[config.mk]
export PLATFORM = sky130hd
export DESIGN_NAME = mem_access_ctrl
export DESIGN_NICKNAME = d
export VERILOG_FILES = /design/src/rtl/mem_ctrl_pkg.sv /design/src/rtl/lsu_lane_fmt.sv /design/src/rtl/mem_access_ctrl.sv
export SDC_FILE = /design/constraint.sdc
export NUM_CORES = 1
export LEC_CHECK = 0
export CORE_MARGIN = 2
export CORE_UTILIZATION = 40
export DETAILED_ROUTE_END_ITERATION = 8
export GPL_TIMING_DRIVEN = 0
export PLACE_DENSITY = 0.82
export SLEW_MARGIN = 10
export SYNTH_ARGS = -nofsm -noshare
export SYNTH_HDL_FRONTEND = slang
export SYNTH_SLANG_ARGS = --single-unit
[constraint.sdc]
create_clock -name clk -period 3.6 [get_ports clk]
set_clock_uncertainty 0.15 [all_clocks]
set_input_delay 0.72 -clock clk [delete_from_list [all_inputs] [get_ports clk]]
set_output_delay 0.72 -clock clk [all_outputs]
set_load 0.02 [all_outputs]
[src/rtl/mem_ctrl_pkg.sv]
// Shared encodings for the load/store access controller: access sizes,
// controller states, byte-strobe patterns and the alignment rule.
package mem_ctrl_pkg;

    typedef enum logic [1:0] {
        SZ_BYTE    = 2'b00,
        SZ_HALF    = 2'b01,
        SZ_WORD    = 2'b10,
        SZ_ILLEGAL = 2'b11
    } size_e;

    typedef enum logic [1:0] {
        IDLE = 2'b00,
        REQ  = 2'b01,
        WAIT = 2'b10,
        DONE = 2'b11
    } state_e;

    localparam logic [3:0] STRB_NONE = 4'b0000;
    localparam logic [3:0] STRB_BYTE = 4'b0001;
    localparam logic [3:0] STRB_HALF = 4'b0011;
    localparam logic [3:0] STRB_WORD = 4'b1111;

    function automatic logic is_aligned(input logic [1:0] size, input logic [1:0] addr_lo);
        logic ok;
        case (size)
            SZ_BYTE: ok = 1'b1;
            SZ_HALF: ok = ~addr_lo[0];
            SZ_WORD: ok = (addr_lo == 2'b00);
            default: ok = 1'b0;
        endcase
        return ok;
    endfunction

endpackage

[src/rtl/lsu_lane_fmt.sv]
// Byte-lane formatting: store strobes/replicated write data from the
// request fields, and extract/extend of returned load data.
import mem_ctrl_pkg::*;

module lsu_lane_fmt (
    input  logic        st_we,
    input  logic [1:0]  st_size,
    input  logic [1:0]  st_addr_lo,
    input  logic [31:0] st_wdata,
    output logic [3:0]  st_wstrb,
    output logic [31:0] st_wdata_fmt,
    input  logic [1:0]  ld_size,
    input  logic        ld_sign,
    input  logic [1:0]  ld_addr_lo,
    input  logic [31:0] ld_rdata,
    output logic [31:0] ld_data
);

    logic [31:0] ld_shifted;

    always_comb begin
        st_wstrb     = STRB_NONE;
        st_wdata_fmt = '0;
        if (st_we) begin
            case (st_size)
                SZ_BYTE: begin
                    st_wstrb     = STRB_BYTE << st_addr_lo;
                    st_wdata_fmt = {4{st_wdata[7:0]}};
                end
                SZ_HALF: begin
                    st_wstrb     = STRB_HALF << st_addr_lo;
                    st_wdata_fmt = {2{st_wdata[15:0]}};
                end
                default: begin
                    st_wstrb     = STRB_WORD;
                    st_wdata_fmt = st_wdata;
                end
            endcase
        end
    end

    always_comb begin
        ld_shifted = ld_rdata >> {ld_addr_lo, 3'b000};
        case (ld_size)
            SZ_BYTE: ld_data = {{24{ld_sign & ld_shifted[7]}}, ld_shifted[7:0]};
            SZ_HALF: ld_data = {{16{ld_sign & ld_shifted[15]}}, ld_shifted[15:0]};
            default: ld_data = ld_shifted;
        endcase
    end

endmodule

[src/rtl/mem_access_ctrl.sv]
// EX-stage load/store controller driving an SRAM-like data bus: one
// outstanding access, registered request, one-cycle completion pulse.
import mem_ctrl_pkg::*;

module mem_access_ctrl #(
    parameter int ADDR_W = 32
) (
    input  logic              clk,
    input  logic              reset,
    input  logic              ex_valid,
    input  logic              ex_we,
    input  logic [1:0]        ex_size,
    input  logic              ex_sign,
    input  logic [ADDR_W-1:0] ex_addr,
    input  logic [31:0]       ex_wdata,
    input  logic              flush,
    output logic              stall,
    output logic              mem_valid,
    output logic [31:0]       mem_rdata,
    output logic              addr_err,
    output logic              data_sram_req,
    output logic              data_sram_wr,
    output logic [1:0]        data_sram_size,
    output logic [ADDR_W-1:0] data_sram_addr,
    output logic [3:0]        data_sram_wstrb,
    output logic [31:0]       data_sram_wdata,
    input  logic              data_sram_addr_ok,
    input  logic              data_sram_data_ok,
    input  logic [31:0]       data_sram_rdata
);

    state_e            state_q, state_d;
    logic              cancel_q, cancel_d;
    logic              req_q, req_d;
    logic              wr_q, wr_d;
    logic [1:0]        size_q, size_d;
    logic              sign_q, sign_d;
    logic [ADDR_W-1:0] addr_q, addr_d;
    logic [3:0]        wstrb_q, wstrb_d;
    logic [31:0]       wdata_q, wdata_d;
    logic [31:0]       rdata_q, rdata_d;
    logic              err_q, err_d;

    logic              aligned;
    logic [3:0]        fmt_wstrb;
    logic [31:0]       fmt_wdata;
    logic [31:0]       ld_data;

    // Store formatting works on the live EX fields so the request can be
    // registered fully formed; load formatting uses the latched operation.
    lsu_lane_fmt u_lane_fmt (
        .st_we        (ex_we),
        .st_size      (ex_size),
        .st_addr_lo   (ex_addr[1:0]),
        .st_wdata     (ex_wdata),
        .st_wstrb     (fmt_wstrb),
        .st_wdata_fmt (fmt_wdata),
        .ld_size      (size_q),
        .ld_sign      (sign_q),
        .ld_addr_lo   (addr_q[1:0]),
        .ld_rdata     (data_sram_rdata),
        .ld_data      (ld_data)
    );

    assign aligned = is_aligned(ex_size, ex_addr[1:0]);

    always_comb begin
        state_d   = state_q;
        cancel_d  = cancel_q;
        req_d     = req_q;
        wr_d      = wr_q;
        size_d    = size_q;
        sign_d    = sign_q;
        addr_d    = addr_q;
        wstrb_d   = wstrb_q;
        wdata_d   = wdata_q;
        rdata_d   = rdata_q;
        err_d     = 1'b0;
        stall     = 1'b0;
        mem_valid = err_q;

        case (state_q)
            IDLE: begin
                cancel_d = 1'b0;
                if (ex_valid && !flush) begin
                    if (aligned) begin
                        stall   = 1'b1;
                        state_d = REQ;
                        req_d   = 1'b1;
                        wr_d    = ex_we;
                        size_d  = ex_size;
                        sign_d  = ex_sign;
                        addr_d  = ex_addr;
                        wstrb_d = fmt_wstrb;
                        wdata_d = fmt_wdata;
                    end else begin
                        err_d   = 1'b1;
                        rdata_d = '0;
                    end
                end
            end
            REQ: begin
                stall = 1'b1;
                if (flush) cancel_d = 1'b1;
                // data_ok before the address handshake belongs to nobody.
                if (data_sram_addr_ok) begin
                    req_d = 1'b0;
                    if (data_sram_data_ok) begin
                        state_d = DONE;
                        rdata_d = wr_q ? 32'd0 : ld_data;
                    end else begin
                        state_d = WAIT;
                    end
                end
            end
            WAIT: begin
                stall = 1'b1;
                if (flush) cancel_d = 1'b1;
                if (data_sram_data_ok) begin
                    state_d = DONE;
                    rdata_d = wr_q ? 32'd0 : ld_data;
                end
            end
            DONE: begin
                mem_valid = !cancel_q && !flush;
                state_d   = IDLE;
                cancel_d  = 1'b0;
            end
            default: state_d = IDLE;
        endcase
    end

    always_ff @(posedge clk or posedge reset) begin
        if (reset) begin
            state_q  <= IDLE;
            cancel_q <= 1'b0;
            req_q    <= 1'b0;
            wr_q     <= 1'b0;
            size_q   <= 2'b00;
            sign_q   <= 1'b0;
            addr_q   <= '0;
            wstrb_q  <= STRB_NONE;
            wdata_q  <= '0;
            rdata_q  <= '0;
            err_q    <= 1'b0;
        end else begin
            state_q  <= state_d;
            cancel_q <= cancel_d;
            req_q    <= req_d;
            wr_q     <= wr_d;
            size_q   <= size_d;
            sign_q   <= sign_d;
            addr_q   <= addr_d;
            wstrb_q  <= wstrb_d;
            wdata_q  <= wdata_d;
            rdata_q  <= rdata_d;
            err_q    <= err_d;
        end
    end

    assign mem_rdata       = rdata_q;
    assign addr_err        = err_q;
    assign data_sram_req   = req_q;
    assign data_sram_wr    = wr_q;
    assign data_sram_size  = size_q;
    assign data_sram_addr  = addr_q;
    assign data_sram_wstrb = wstrb_q;
    assign data_sram_wdata = wdata_q;

endmodule

==> flow_summary.yaml, run 1 <==
clock_tree:
  cts.sinks: 109
  numCtsBuffers: 9
  cts_root_buffer: "clkbuf_16"
  cts_tree: "done"
  clk_latency_ns: 0.36
  clk_path_buf_depth: 2
  clkTransAtPathRegs_ns: 0.07
  cts_max_level: 3
routing:
  post-route-drc-count: 0
  vias: 5114
  drt-wirelength-per-cell_um: 17.3
  routed_wl_um: 17100
  viasPerCell: 5.19
  ant_nets: 0
  drt_iter0_drc: 373
  first_pass_iters: 5
die:
  die_area_um2: 14500
  core-area_um2: 13200
  io_pins: 213
  die_h_um: 120
  die_w_um: 120
  fp-row-count: 42
  initial_core_util_pct: 40.8
yosys:
  syn_area_um2: 5410
  synthCells: 582
  synth_cell_types: 38
  syn_nets: 694
  synth-seq-cells: 109
  synth_area_per_cell_um2: 9.29
  yosysWarnings: 0
  ys_seq_area_share_pct: 50.5
setup_path:
  critPathLaunchType: "register"
  critPathMaxFanout: 10
  cp.required_ns: 2.73
  arrival_ns: 2.20
  critical_path_class: "register to output pin"
  crit_path_end_kind: "output pin"
final_layout:
  final_cell_area_um2: 8060
  syn_to_final_growth_pct: 49.2
  antennaDiodeCount: 0
  layout-drive-gt1-share_pct: 7.78
  final_cells: 986
  final_nets: 917
grt:
  antenna_found_initial: 0
  grt_overflow: 0
  track_usage_pct: 24.3
  grt_pass1_wl_um: 27300
  grt_pass1_vias: 5188
  grt_max_degree: 38
run:
  cap_violations: 0
placed_design:
  dpl.hpwl_um: 13100
  dpl_cell_area_um2: 7770
  dpl.cell_count: 969
  routabilityCongestion: 0.949
  port_buffers: 208
timing:
  rsz0062_at_grt: "false"
  finalCriticalPeriod_ns: 3.07
  drv_slew: 0
  slew_headroom_pct: 53.3
  max_freq_mhz: 325
  setup_viol: 0
  period_share_pct: 85.4
  hold_viol: 0
  hold_ws_ns: 0.317
  tightest_slew_ns: 0.700
  fin_tns_setup_ns: 0
pwr:
  power.leakage_uw: 0.00368
  finalPower_uw: 6290
  p_per_area_nw_per_um2: 780
  ir_drop_mv: 0.490
hold_path:
  hold_class: "register to register"
run_status:
  status: "complete, no violations"
synthesized netlist by cell type, drive strengths merged:
| cell | instances | share of area [%] |
|---|---|---|
| a2111oi | 1 | 0.16 |
| a211o | 8 | 1.3 |
| a21oi | 9 | 0.83 |
| a22o | 1 | 0.16 |
| a2bb2oi | 1 | 0.16 |
| a31oi | 1 | 0.12 |
| a32o | 23 | 4.3 |
| a41o | 1 | 0.19 |
| a41oi | 1 | 0.16 |
| and2 | 1 | 0.12 |
| and3 | 1 | 0.12 |
| buf | 21 | 2.6 |
| clkbuf | 26 | 1.8 |
| dfrtp | 109 | 50 |
| ha | 6 | 1.4 |
| inv | 4 | 0.28 |
| mux2 | 18 | 3.7 |
| mux2i | 26 | 4.8 |
| mux4 | 1 | 0.42 |
| nand2 | 211 | 15 |
| nand2b | 2 | 0.37 |
| nand3 | 35 | 3.2 |
| nand3b | 2 | 0.28 |
| nor2 | 11 | 0.76 |
| nor2b | 11 | 1.3 |
| nor4 | 1 | 0.39 |
| o2111ai | 1 | 0.16 |
| o211ai | 1 | 0.14 |
| o21a | 2 | 0.28 |
| o21ai | 29 | 2.7 |
| o2bb2ai | 15 | 2.4 |
| or2 | 1 | 0.12 |
| or4 | 1 | 0.14 |
metal layers:
metal | global-route usage [%] | vias to the layer above | wire, µm
met4 | 9.74 | 0 | 467
li1 | - | 2436 | -
met2 | 38.9 | 239 | 7990
met5 | 0 | - | 0
met3 | 8.16 | 33 | 1600
met1 | 30.3 | 2406 | 7030
worst paths after layout:
path / from / end / slack (ns) / depth (start not counted)
setup / recovery: state_q[0] / stall / 0.53 / 8
hold / removal: data_sram_wdata[23] / data_sram_wdata[23] / 0.32 / 2
setup reg to reg: state_q[0] / mem_rdata[16] / 1.04 / 8
hold reg to reg: data_sram_wdata[23] / data_sram_wdata[23] / 0.32 / 2
max in group asynchronous: reset / data_sram_addr[2] / 2.13 / 4
min in group asynchronous: reset / mem_rdata[26] / 0.48 / 2
state kept, by name (all words and copies together) (netlist names), 2 cells and up:
| name | cells |
|---|---|
| mem_rdata | 32 |
| state_q | 2 |
| data_sram_wdata | 32 |
| data_sram_addr | 32 |
| data_sram_wstrb | 4 |
| data_sram_size | 2 |
through the flow:
stage / setup WS (ns) / utilization (%)
3_5_place_dp: -0.646 / 58.7
5_1_grt: 0.365 / 60.9
6_report: 0.527 / 60.9
3_3_place_gp: -0.612 / 58.2
2_1_floorplan: 0.697 / -
4_1_cts: 0.0161 / 60.9
cells in the final DEF (no fill, tap or decap), types with 9 or more instances in the layout:
cell,Yosys,final
a21oi_1,9,9
a32o_1,23,23
buf_2,12,12
clkbuf_1,25,25
clkbuf_16,0,9
clkdlybuf4s50_1,0,206
dfrtp_1,109,109
mux2_2,18,18
mux2i_1,26,26
nand2_1,211,211
nand3_1,35,35
nor2_1,11,11
nor2b_1,11,11
o21ai_0,25,25
o2bb2ai_1,15,15
logic make-up (layout without fill, tap and decap cells):
kind of cell	count (synthesis)	after routing	share of synthesized area, %
simple gates	277	277	21.5
flops	109	109	50.5
compound gates	94	94	13.0
buf+inv	51	279	4.68
mux	45	45	8.98
fa+ha+maj	6	6	1.39
where the power goes:
group          total, µW  internal (µW)  switching (µW)  leakage, µW
combinational       3340           1520            1820      0.00212
sequential          2000           1710             294      0.00142
clock                953            490             463     0.000136
final cells by class:
type / instances / area, µm²
fillers: 1162 / 5180
inverters: 4 / 18.8
clock buffers: 11 / 243
plain buffers: 47 / 241
repair buffers: 212 / 2150
multi-input cells: 422 / 2430
clock inverters: 5 / 35.0
flip-flops and latches: 109 / 2730
well taps: 176 / 220
worst max-delay path: stages, from the launching register on:
cell and delay, ns:
dfrtp_1 0.43, inv_1 0.17, ha_2 0.26, inv_1 0.10, nor4_4 0.30, buf_4 0.23
nor2_1 0.06, nor2_1 0.07, dlymetal6s2s_1 0.23
what timing repair did:
action | in CTS | in global routing
resized for setup | 3 | 3
gates cloned | 0 | 0
pin swaps | 1 | 0
endpoints found under the hold margin | 0 | 0
setup endpoints to repair | 1 | 1
setup buffers | 1 | 0
hold buffers | 0 | 0
(Power assumes the default switching activity.)
==> run 2: changes to the inputs <==
--- a/config.mk
+++ b/config.mk
@@ -5,10 +5,11 @@
 export SDC_FILE = /design/constraint.sdc
 export NUM_CORES = 1
 export LEC_CHECK = 0
-export CORE_MARGIN = 2
+export CORE_MARGIN = 8
 export CORE_UTILIZATION = 40
 export DETAILED_ROUTE_END_ITERATION = 8
 export GPL_TIMING_DRIVEN = 0
+export MAX_ROUTING_LAYER = met4
 export PLACE_DENSITY = 0.82
 export SLEW_MARGIN = 10
 export SYNTH_ARGS = -nofsm -noshare
==> run 2 against run 1 <==
  * Count of clock-buffer cells in the layout fell by 2
  * Worst setup slack lost 0.034 ns
  * Register-to-register slack got worse by 0.02 ns
==> flow_summary.yaml, run 2 (synthesis gave the netlist of run 1 again) <==
run_status:
  status: "complete, no violations"
grt:
  grt_pass1_wl_um: 29300
  antenna_found_initial: 0
  grt_overflow: 0
  busiest_layer: "met2"
  grt_pass1_vias: 5349
  grt_use_met1_pct: 25.9
  grt_max_degree: 33
  track_usage_pct: 21.8
  grtUsageMet2_pct: 33.7
  gr-usage-met3_pct: 7.24
final_layout:
  final_cell_mix: "211 x nand2_1, 206 x clkdlybuf4s50_1, 109 x dfrtp_1, 35 x nand3_1, 26 x mux2i_1"
  final_cell_area_um2: 8090
  final_cells: 986
  syn_to_final_growth_pct: 49.7
  fin_util_pct: 61.1
  seq_area_um2: 2730
  layout-drive-gt1-share_pct: 7.78
  multi_input_area_um2: 2420
  fill_cells: 1105
  antennaDiodeCount: 0
  final_nets: 917
  final_common_cell: "nand2_1"
timing:
  hold_ws_ns: 0.317
  drv_slew: 0
  period_share_pct: 86.3
  fin_tns_setup_ns: 0
  rsz0062_at_grt: "false"
  slew_headroom_pct: 51.2
  tightest_slew_ns: 0.730
  max_freq_mhz: 322
  setup_viol: 0
  finalCriticalPeriod_ns: 3.11
  hold_viol: 0
pwr:
  power.leakage_uw: 0.00369
  power_switching_uw: 2630
  seq_power_share_pct: 31.2
  intPower_uw: 3770
  ir_drop_mv: 0.399
  p_per_area_nw_per_um2: 791
  pwr-share-clk_pct: 16.2
  combPwrFrac_pct: 52.6
  sw_frac_of_total_pct: 41.1
placed_design:
  dpl.hpwl_um: 14300
  dpl_cell_area_um2: 7770
  port_buffers: 208
  routabilityCongestion: 0.907
  dpl.cell_count: 969
die:
  core-area_um2: 13200
  io_pins: 213
  die_w_um: 132
  die_h_um: 132
  fp-row-count: 42
  die_area_um2: 17500
  initial_core_util_pct: 40.8
hold_path:
  hold_class: "register to register"
routing:
  drt_iter0_drc: 401
  post-route-drc-count: 0
  ant_nets: 0
  viasPerCell: 5.22
  routed_wl_um: 18400
  vias: 5150
  first_pass_iters: 5
  drt-wirelength-per-cell_um: 18.7
setup_path:
  max_stage_delay_ns: 0.43
  critical_path_class: "register to output pin"
  slowest_stage: "dfrtp_1"
  critPathLaunchType: "register"
  cp_cell_sequence: "inv_1 > ha_1 > inv_1 > nor4_4 > buf_4 > nor2_1 > nor2_1 > dlymetal6s2s_1"
  cp.required_ns: 2.73
  arrival_ns: 2.24
  critPathMaxFanout: 10
  crit_path_end_kind: "output pin"
clock_tree:
  numCtsBuffers: 9
  cts_tree: "done"
  cts_max_level: 3
  cts.sinks: 109
  cts_hold_buf: 0
  clk_path_buf_depth: 2
  clkTransAtPathRegs_ns: 0.07
  clk_latency_ns: 0.36
  cts_root_buffer: "clkbuf_16"
run:
  cap_violations: 0
run 2: cell count changes in the layout (fill, tap and decap cells not counted):
| cell | before | now |
|---|---|---|
| inv_8 | 0 | 1 |
| clkbuf_8 | 1 | 0 |
| clkinv_2 | 2 | 1 |
| bufinv_16 | 0 | 1 |
| inv_6 | 1 | 2 |
| ha_2 | 1 | 0 |
| ha_1 | 5 | 6 |
| clkbuf_1 | 25 | 24 |
run 2: per-stage QoR:
stage / total power [µW] / worst slack (ns)
after floorplan: 3840 / 0.697
final: 6400 / 0.493
after detailed placement: 5390 / -0.583
after global placement: 5320 / -0.575
after global routing: 6780 / 0.313
after CTS: 6440 / 0.0443
run 2: critical path, delay by kind of cell (launching register included):
family | cells | cell delay (ns)
adders and majority gates | 1 | 0.26
and+or+nand+nor | 3 | 0.45
DFF | 1 | 0.43
buffers and inverters | 4 | 0.74
run 2: path summary, 6_finish.rpt:
| kind | start | endpoint | slack, ns | cells after the start |
|---|---|---|---|---|
| min in group asynchronous | reset | data_sram_addr[3] | 0.63 | 2 |
| max in group asynchronous | reset | data_sram_wdata[6] | 1.92 | 4 |
| setup reg to reg | state_q[0] | mem_rdata[17] | 1.02 | 8 |
| hold reg to reg | data_sram_wdata[23] | data_sram_wdata[23] | 0.32 | 2 |
| hold / removal | data_sram_wdata[23] | data_sram_wdata[23] | 0.32 | 2 |
| setup / recovery | state_q[0] | stall | 0.49 | 8 |
run 2: power by group through the flow:
stage / registers (µW) / clock network (µW) / logic (µW)
2_1_floorplan: 2540 / 0 / 1300
3_3_place_gp: 1990 / 0 / 3330
3_5_place_dp: 2010 / 0 / 3380
4_1_cts: 1990 / 1060 / 3390
5_1_grt: 2050 / 1090 / 3640
6_report: 1990 / 1040 / 3370
run 2: per-layer routing:
| metal | wire (µm) | vias up |
|---|---|---|
| met5 | 0 | - |
| met4 | 391 | 0 |
| met3 | 1730 | 26 |
| met2 | 8540 | 250 |
| li1 | - | 2438 |
| met1 | 7780 | 2436 |
run 2: final cells by class:
cell class | instances | area share, %
inverter | 4 | 0.232
tap | 176 | 2.72
sequential | 109 | 33.7
timing repair buffer | 212 | 26.6
multi-input combinational | 422 | 30.0
buffer | 47 | 2.99
clock inverter | 7 | 0.990
clock buffer | 9 | 2.78
run 2: what timing repair did:
item / CTS / global route
resized for setup: 3 / 2
setup endpoints to repair: 1 / 1
setup buffers: 1 / 0
pin swaps: 1 / 0
==> run 3: changes to the inputs <==
--- a/config.mk
+++ b/config.mk
@@ -5,6 +5,7 @@
 export SDC_FILE = /design/constraint.sdc
 export NUM_CORES = 1
 export LEC_CHECK = 0
+export CAP_MARGIN = 20
 export CORE_MARGIN = 8
 export CORE_UTILIZATION = 40
 export DETAILED_ROUTE_END_ITERATION = 8
==> run 3 against run 2 <==
  * Via count did not move
  * Worst setup slack did not move
  * Register-to-register slack barely moved
  * Highest routed layer unchanged
  * Die area did not move
  * Critical endpoint unchanged
  * Global-route usage did not move
  * Sequential share of layout area did not move
  * Largest power group unchanged
  * Routed wire length did not move
  * Non-clock buffer count did not move
  * Critical path type unchanged
==> flow_summary.yaml, run 3 (synthesis gave the netlist of run 1 again) <==
hold_path:
  holdPathStages: 2
  whs_endpoint: "data_sram_wdata[23]"
  holdCritStartpoint: "data_sram_wdata[23]"
  hold_class: "register to register"
clock_tree:
  clk_latency_ns: 0.36
  cts_tree: "done"
  cts.sinks: 109
  numCtsBuffers: 9
  cts_hold_buf: 0
  clkTransAtPathRegs_ns: 0.07
  clk_path_buf_depth: 2
  cts_max_level: 3
  cts_root_buffer: "clkbuf_16"
setup_path:
  arrival_ns: 2.24
  worst-path-buf-inv: 4
  crit_path_end_kind: "output pin"
  critPathMaxFanout: 10
  r2r_setup_slack_ns: 1.02
  cp.required_ns: 2.73
  critical_path_class: "register to output pin"
  r2r_end: "mem_rdata[17]"
  cp_cell_sequence: "inv_1 > ha_1 > inv_1 > nor4_4 > buf_4 > nor2_1 > nor2_1 > dlymetal6s2s_1"
  crit_family: "buffers and inverters"
  r2r_start: "state_q[0]"
  rr_worst_depth: 8
  slowest_stage: "dfrtp_1"
  cp-startpoint: "state_q[0]"
  max_stage_delay_ns: 0.43
  critPathLaunchType: "register"
grt:
  grt_overflow: 0
  track_usage_pct: 21.8
  grt_max_degree: 33
  grt_pass1_wl_um: 29300
  grt_pass1_vias: 5349
  antenna_found_initial: 0
routing:
  ant_nets: 0
  viasPerCell: 5.22
  drt_iter0_drc: 401
  vias: 5150
  first_pass_iters: 5
  drt-wirelength-per-cell_um: 18.7
  post-route-drc-count: 0
  routed_wl_um: 18400
pwr:
  p_per_area_nw_per_um2: 791
  power.leakage_uw: 0.00369
  ir_drop_mv: 0.399
timing:
  finalCriticalPeriod_ns: 3.11
  drv_slew: 0
  max_freq_mhz: 322
  period_share_pct: 86.3
  hold_ws_ns: 0.317
  setup_viol: 0
  slew_headroom_pct: 51.2
  rsz0062_at_grt: "false"
  hold_viol: 0
  tightest_slew_ns: 0.730
placed_design:
  dpl.hpwl_um: 14300
  port_buffers: 208
  routabilityCongestion: 0.907
die:
  die_h_um: 132
  io_pins: 213
  die_w_um: 132
  initial_core_util_pct: 40.8
  fp-row-count: 42
  die_area_um2: 17500
  core-area_um2: 13200
final_layout:
  fin_util_pct: 61.1
  antennaDiodeCount: 0
  seq_area_um2: 2730
  final_common_cell: "nand2_1"
  final_nets: 917
  final_cell_mix: "211 x nand2_1, 206 x clkdlybuf4s50_1, 109 x dfrtp_1, 35 x nand3_1, 26 x mux2i_1"
  fill_cells: 1105
  syn_to_final_growth_pct: 49.7
  multi_input_area_um2: 2420
  layout-drive-gt1-share_pct: 7.78
run_status:
  status: "complete, no violations"
run:
  cap_violations: 0
==> run 3: cell counts in the layout (fill, tap and decap cells not counted) <==
No cell type changed its count.
==> run 3: timing repair <==
action                     in CTS  in global routing
buffers inserted                1                  0
gates resized for setup         3                  2
gates cloned                    0                  0
pin swaps                       1                  0
setup endpoints to repair       1                  1
==> run 3: layout make-up <==
type,instances,area share (%)
buffer,47,2.99
clock buffer,9,2.78
clock inverter,7,0.990
inverter,4,0.232
multi-input combinational,422,30.0
sequential,109,33.7
tap,176,2.72
timing repair buffer,212,26.6
==> run 3: worst max path at each step <==
| stage | endpoint | cells after the start |
|---|---|---|
| 3_3_place_gp | stall | 7 |
| 6_report | stall | 8 |
| 3_5_place_dp | stall | 7 |
| 2_1_floorplan | stall | 6 |
| 5_1_grt | stall | 8 |
| 4_1_cts | stall | 8 |
==> run 3: routing by layer <==
layer  share of wire [%]  global-route usage, %  wire length (µm)  vias up
li1                    -                      -                 -     2438
met1                  42                   25.9              7780     2436
met2                  46                   33.7              8540      250
met3                 9.4                   7.24              1730       26
met4                 2.1                   8.14               391        0
met5                   0                      -                 0        -
==> run 3: power by group <==
part	leakage [µW]	switching, µW	internal (µW)
sequential	0.00142	288	1710
combinational	0.00212	1850	1510
clock	0.000148	489	550
total	0.00369	2630	3770
==> run 3: per-stage QoR <==
| stage | power [µW] | instances | setup WS (ns) | TNS [ns] | area [µm²] |
|---|---|---|---|---|---|
| 2_1_floorplan | 3840 | 582 | 0.697 | 0 | 5410 |
| 3_3_place_gp | 5320 | 966 | -0.575 | -0.575 | 7710 |
| 3_5_place_dp | 5390 | 969 | -0.583 | -0.583 | 7770 |
| 4_1_cts | 6440 | 986 | 0.0443 | 0 | 8090 |
| 5_1_grt | 6780 | 986 | 0.313 | 0 | 8090 |
| 6_report | 6400 | 986 | 0.493 | 0 | 8090 |
==> run 3: worst min-delay path, cell delays in order (launching register included) <==
cell,delay [ns]
dfrtp_1,0.34
nand2_1,0.05
nand2_1,0.05
